**src/rtl/opfetch_pkg.sv**
```systemverilog
// Shared widths and FSM state encoding for the operand fetch controller.
package opfetch_pkg;

  localparam int unsigned ADDR_W_DEF = 4;
  localparam int unsigned DATA_W_DEF = 16;
  localparam int unsigned OP_W_DEF   = 3;
  localparam int unsigned CNT_W      = 8;

  typedef enum logic [1:0] {
    IDLE    = 2'd0,
    READ    = 2'd1,
    CAPTURE = 2'd2,
    PRESENT = 2'd3
  } state_e;

endpackage

```
**src/rtl/operand_fetch_ctrl.sv**
```systemverilog
// Sequences one ALU operation: issues operand addresses, waits out the
// synchronous memory read, captures both operands and presents them to the ALU.
module operand_fetch_ctrl #(
  parameter int unsigned ADDR_W = opfetch_pkg::ADDR_W_DEF,
  parameter int unsigned DATA_W = opfetch_pkg::DATA_W_DEF,
  parameter int unsigned OP_W   = opfetch_pkg::OP_W_DEF
) (
  input  logic              clk,
  input  logic              rst_n,
  input  logic              cmd_valid,
  output logic              cmd_ready,
  input  logic [OP_W-1:0]   cmd_op,
  input  logic [ADDR_W-1:0] cmd_addr1,
  input  logic [ADDR_W-1:0] cmd_addr2,
  output logic [ADDR_W-1:0] operand1_addr,
  output logic [ADDR_W-1:0] operand2_addr,
  input  logic [DATA_W-1:0] operand1_value,
  input  logic [DATA_W-1:0] operand2_value,
  output logic              alu_valid,
  input  logic              alu_ready,
  output logic [OP_W-1:0]   alu_op,
  output logic [DATA_W-1:0] alu_a,
  output logic [DATA_W-1:0] alu_b,
  output logic              busy,
  output logic [7:0]        op_count
);

  import opfetch_pkg::*;

  state_e              state_q, state_d;
  logic [ADDR_W-1:0]   addr1_q, addr1_d;
  logic [ADDR_W-1:0]   addr2_q, addr2_d;
  logic [OP_W-1:0]     op_lat_q, op_lat_d;
  logic [OP_W-1:0]     alu_op_q, alu_op_d;
  logic [DATA_W-1:0]   alu_a_q, alu_a_d;
  logic [DATA_W-1:0]   alu_b_q, alu_b_d;
  logic                alu_valid_q, alu_valid_d;
  logic [CNT_W-1:0]    op_count_q, op_count_d;

  // Next-state and register-update decode
  always_comb begin
    state_d     = state_q;
    addr1_d     = addr1_q;
    addr2_d     = addr2_q;
    op_lat_d    = op_lat_q;
    alu_op_d    = alu_op_q;
    alu_a_d     = alu_a_q;
    alu_b_d     = alu_b_q;
    alu_valid_d = alu_valid_q;
    op_count_d  = op_count_q;

    case (state_q)
      IDLE: begin
        if (cmd_valid) begin
          op_lat_d = cmd_op;
          addr1_d  = cmd_addr1;
          addr2_d  = cmd_addr2;
          state_d  = READ;
        end
      end
      READ: begin
        // memories register the addressed words on this edge
        state_d = CAPTURE;
      end
      CAPTURE: begin
        alu_a_d     = operand1_value;
        alu_b_d     = operand2_value;
        alu_op_d    = op_lat_q;
        alu_valid_d = 1'b1;
        state_d     = PRESENT;
      end
      PRESENT: begin
        if (alu_valid_q && alu_ready) begin
          alu_valid_d = 1'b0;
          op_count_d  = op_count_q + CNT_W'(1);
          state_d     = IDLE;
        end
      end
      default: state_d = IDLE;
    endcase
  end

  always_ff @(posedge clk or negedge rst_n) begin
    if (!rst_n) begin
      state_q     <= IDLE;
      addr1_q     <= '0;
      addr2_q     <= '0;
      op_lat_q    <= '0;
      alu_op_q    <= '0;
      alu_a_q     <= '0;
      alu_b_q     <= '0;
      alu_valid_q <= 1'b0;
      op_count_q  <= '0;
    end else begin
      state_q     <= state_d;
      addr1_q     <= addr1_d;
      addr2_q     <= addr2_d;
      op_lat_q    <= op_lat_d;
      alu_op_q    <= alu_op_d;
      alu_a_q     <= alu_a_d;
      alu_b_q     <= alu_b_d;
      alu_valid_q <= alu_valid_d;
      op_count_q  <= op_count_d;
    end
  end

  assign cmd_ready     = (state_q == IDLE);
  assign busy          = (state_q != IDLE);
  assign operand1_addr = addr1_q;
  assign operand2_addr = addr2_q;
  assign alu_valid     = alu_valid_q;
  assign alu_op        = alu_op_q;
  assign alu_a         = alu_a_q;
  assign alu_b         = alu_b_q;
  assign op_count      = op_count_q;

endmodule

```
**config.mk**
```make
export PLATFORM = sky130hd
export DESIGN_NAME = operand_fetch_ctrl
export DESIGN_NICKNAME = d
export VERILOG_FILES = /design/src/rtl/opfetch_pkg.sv /design/src/rtl/operand_fetch_ctrl.sv
export SDC_FILE = /design/constraint.sdc
export NUM_CORES = 1
export LEC_CHECK = 0
export CAP_MARGIN = 20
export CORE_AREA = 2 2 81 102
export DETAILED_ROUTE_END_ITERATION = 6
export DIE_AREA = 0 0 83 104
export GPL_TIMING_DRIVEN = 0
export PLACE_DENSITY = 0.56
export SYNTH_ARGS = -nofsm -noshare
export SYNTH_HDL_FRONTEND = slang
export SYNTH_SLANG_ARGS = --single-unit
```
**constraint.sdc**
```tcl
create_clock -name clk -period 3.8 [get_ports clk]
set_input_delay 0.57 -clock clk [delete_from_list [all_inputs] [get_ports clk]]
set_output_delay 0.57 -clock clk [all_outputs]
set_load 0.05 [all_outputs]
```
# Word level (Yosys, flattened, before mapping)
# Cells that the tools add are included.
[classes]
shifts = 0
reduce_logical = 8
addsub = 1
multipliers = 0
eq_ne = 5
magnitude_cmp = 0
div_mod_pow = 0
n_mux = 5
n_bitwise = 0
[op_table]
columns = ["operator", "count"]
rows = [
  ["8-bit by 1-bit adder with 8-bit output, second input constant", 1],
  ["2-bit one-hot mux with 4 select lines", 1],
  ["2-bit AND reduction", 4],
  ["2-bit equality test, second input constant", 2],
  ["2-bit two-way mux", 2],
  ["2-bit inequality test, second input constant", 2],
  ["2-bit nonzero test", 2],
  ["2-bit by 1-bit equality test with 1-bit output, second input constant", 1],
  ["2-bit zero test", 1],
  ["1-bit one-hot mux with 2 select lines", 1],
  ["1-bit logical AND", 1],
  ["1-bit two-way mux", 1],
]
[totals]
latchBits = 0
memories = 0
register_bits = 57
ramBits = 0
elab_cells = 28
rom_bits = 0
inputBits = 47
output_inout_bits = 54

# Depth between registers and ports, before layout
# Gate-level depths: netlist of run 1.
[logic_depth]
ltp_word = 3
mapped_depth = 6
ltp_nobuf = 4

# Least setup slack after synthesis of run 1
# No wires, ideal clock.
[synth_path]
path_type = "register to output"
start = "register state_q[0]"
end = "output port busy"
path_stages_with_launch = 4
required_ns = 3.230
n_path_buf = 0
arrival_ns = 1.341
slack_ns = 1.889
cell_sequence = "dfrtp_1 -> inv_1 -> ha_1 -> inv_1"
[synth_via]
elab_chain_len = 1
[synth_rtl]
columns = ["element", "line", "rtl"]
rows = [
  ["start: declaration", "operand_fetch_ctrl.sv:30", "state_e state_q, state_d;"],
  ["start signal: assignment", "operand_fetch_ctrl.sv:95", "state_q <= state_d;"],
  ["2-bit nonzero test", "operand_fetch_ctrl.sv:108", "assign busy = (state_q != IDLE);"],
  ["end: declaration", "operand_fetch_ctrl.sv:24", "output logic busy,"],
]
# No other way between the ends.

# Worst setup path after layout of run 1
# Same ends and word-level chain as after synthesis.

==> results of run 1 <==
sequential cells by signal, summed over array words and instances, names as in the netlist:
signal         count
state_q            2
op_lat_q           3
alu_op             3
alu_valid          1
operand1_addr      4
alu_b             16
op_count           8
operand2_addr      4
alu_a             16
synthesized netlist by cell type (2+ instances only):
library cell | count | area (sq um)
nand4_1 | 4 | 25.0
xnor2_1 | 5 | 43.8
mux2_2 | 37 | 417
xor2_1 | 2 | 17.5
inv_1 | 6 | 22.5
ha_1 | 4 | 50.1
buf_4 | 3 | 22.5
nand2_1 | 2 | 7.51
a21oi_1 | 3 | 15.0
buf_2 | 2 | 10.0
mux2_1 | 10 | 113
dfrtp_1 | 57 | 1430
logic make-up after synthesis:
family / after synthesis / share of synthesized area (%)
DFF: 57 / 63.5
muxes: 48 / 24.2
and+or+nand+nor: 12 / 3.34
buffers and inverters: 11 / 2.45
xor gates and xnor gates: 7 / 2.73
AOI/OAI and AO/OA: 5 / 1.45
adders and majority gates: 4 / 2.23
worst max-delay path, delay by kind of cell, from the launching register on:
kind	cells	cell delay (ns)
buffers and inverters	3	0.96
adder cells (fa/ha/maj)	1	0.27
flip-flops	1	0.39
worst max-delay path by stage:
stage / startpoint / to / slack (ns) / cells past startpoint
global placement: rst_n / op_count[7]$_DFFE_PN0P_ / 0.20 / 1
CTS: state_q[0]$_DFFE_PN0P_ / busy / 1.28 / 4
floorplan: state_q[0]$_DFFE_PN0P_ / busy / 1.89 / 3
global route: state_q[0]$_DFFE_PN0P_ / busy / 1.21 / 4
finish: state_q[0]$_DFFE_PN0P_ / busy / 1.30 / 4
detailed placement: state_q[0]$_DFFE_PN0P_ / busy / 1.66 / 4
area by class of cell:
cell class | instances | area (sq um)
Fill cell | 709 | 4160
Sequential cell | 57 | 1430
Timing Repair Buffer | 101 | 1020
Multi-Input combinational cell | 76 | 763
Clock buffer | 11 | 141
Tap cell | 95 | 119
Buffer | 5 | 32.5
Inverter | 6 | 22.5
Clock inverter | 4 | 20.0
stage by stage:
step / cells / setup slack (ns)
3_3_place_gp: 339 / 0.200
6_report: 355 / 1.30
3_5_place_dp: 340 / 1.66
4_1_cts: 355 / 1.28
2_1_floorplan: 144 / 1.89
5_1_grt: 355 / 1.21
per-layer routing:
layer / GRT usage [%] / share of wire [%] / up-vias
met2: 18.8 / 51 / 52
li1: - / - / 725
met5: 0 / 0 / -
met1: 15.2 / 43 / 725
met3: 3.81 / 4.8 / 4
met4: 6.32 / 0.93 / 0
==> summary.md, run 1 <==
| Metric | Value |
|---|---|
| Outcome | `finished clean` |
| Most frequent cells in the layout | `clkdlybuf4s50_1, dfrtp_1, mux2_2, mux2_1, clkbuf_8` |
| Post-Route Utilization | `46.0%` |
| Yosys cell types | `21` |
| Finish-stage setup viols | `0` |
| Core area | `a little under 0.008 sq mm` |
| Fin crit period | `approximately 2.5 ns` |
| CP required | `3.23 ns` |
| Final ANT Viol Nets | `0` |
| Vias in the first global route | `around 1600` |
| Post-CTS Hold Fix Bufs | `0` |
| Hold crit path type | `in2async` |
| Remaining DRCs | `0` |
| Die width | `83 um` |
| TritonCTS buffer count | `9` |
| Final WL | `just under 5 mm` |
| Worst Setup Start Kind | `flop` |
| Initial core utilization | `between 20% and 30%` |
| Hold_ws | `roughly 0.24 ns` |
| Critical path fanouts, max | `5` |
| Placer Congestion | `0.711` |
| FF+latch count, synth | `57` |
| Final hold viol count | `0` |
| Max Cap Violations | `0` |
| Mapped Area | `0.00224 sq mm` |
| Primary FF master, synth | `dfrtp_1` |
| Die Ht | `between 100 and 150 um` |
| Total GRT Usage | `12.2%` |
| Synthesis-to-finish area growth | `57.7%` |
| Crit Path Category | `reg2out` |
| YS warnings | `0` |
| Most common cell after layout, fill and taps aside | `clkdlybuf4s50_1` |
| Max incr delay on CP | `0.80 ns` |
| Syn_nets | `195` |
| Post-synth EDFFs | `0` |
| Clock Tree Buf Depth | `2` |
| Antenna cells | `0` |
| Grt ovf | `0` |
| Vias per inst | `approximately 4.2` |
| DRT iter0 DRCs | `18` |
| Fin Setup TNS | `0 ns` |
| Die area | `0.00863 sq mm` |
| Crit-path cells | `inv_1, ha_1, inv_1, clkdlybuf4s50_1` |
| Period utilisation layout | `65.7%` |
| Async set-reset flop share out of synthesis | `100%` |
| Detailed Routing Iterations Pass 1 | `2` |
| Layout cell share with drive strength beyond 1 | `about a quarter` |
| DPL Wire Length | `roughly 3.7 mm` |
| RSZ-0062 raised after global routing | `false` |
| Critical R2R Launch | `state_q[0]$_DFFE_PN0P_` |
| Post-Synthesis Cells | `144` |
| Worst rel slew slack | `60.7%` |
| Clock latency on the worst-skew pair | `between 0.3 and 0.4 ns` |
| Critical path's most frequent cell | `inv_1` |
| TritonCTS clock tree | `yes` |
| Row count | `36` |
| Worst-Margin Slew | `0.590 ns` |
| Reg clk slew, reported paths | `0.06 ns` |
| Final instance area | `0.00354 sq mm` |
| Crit-path slowest cell | `clkdlybuf4s50_1` |
| Seq/Total Area, Yosys | `between 60% and 70%` |
| FMAX | `401 MHz` |
| Setup Buffers After CTS | `0` |
| Via count | `1506` |
| Routed WL per cell | `13.9 um` |
| PostCTS Resize Cnt | `0` |
| IO Count | `about 100` |
| CP arrival | `between 1.5 and 2 ns` |
| Max-slew violations | `0` |
| Total clock sinks | `57` |
| Largest net degree at the start of global routing | `34` |
| Clk_skew | `~0.006 ns` |
| First-pass GRT wire length | `8.34 mm` |
| DP Area | `0.00338 sq mm` |
| Root Driver | `clkbuf_8` |
| R2R depth | `5` |
| Syn_area_per_cell | `15.6 sq um` |
| R2r endpoint | `op_lat_q[2]$_DFFE_PN0P_` |
| I/O Buffers | `100` |
| Net count, final | `slightly above 300` |
| R2R setup slack | `2.21 ns` |
| Setup crit end kind | `output pin` |
| H-tree depth | `3` |
| Initial antenna violation count | `0` |
Power of run 1 is left out: the tool's default activity adds up to more than one toggle a clock period on the data nets, which glitch-free logic cannot reach.
==> run 2: changes to the inputs <==
clock period = 2.6 ns   (was 3.8 ns; I/O delays follow)
==> results of run 2 <==
The final DEF is identical to that of run 1. Status: finished clean.
Among the figures that moved: setup slack after placement 1.66 ns -> 0.644 ns; setup slack after layout 1.30 ns -> 0.283 ns; hold slack 0.242 ns -> 0.0621 ns; register-to-register setup slack 2.21 ns -> 1.01 ns
Power of run 2 is left out for the same reason.
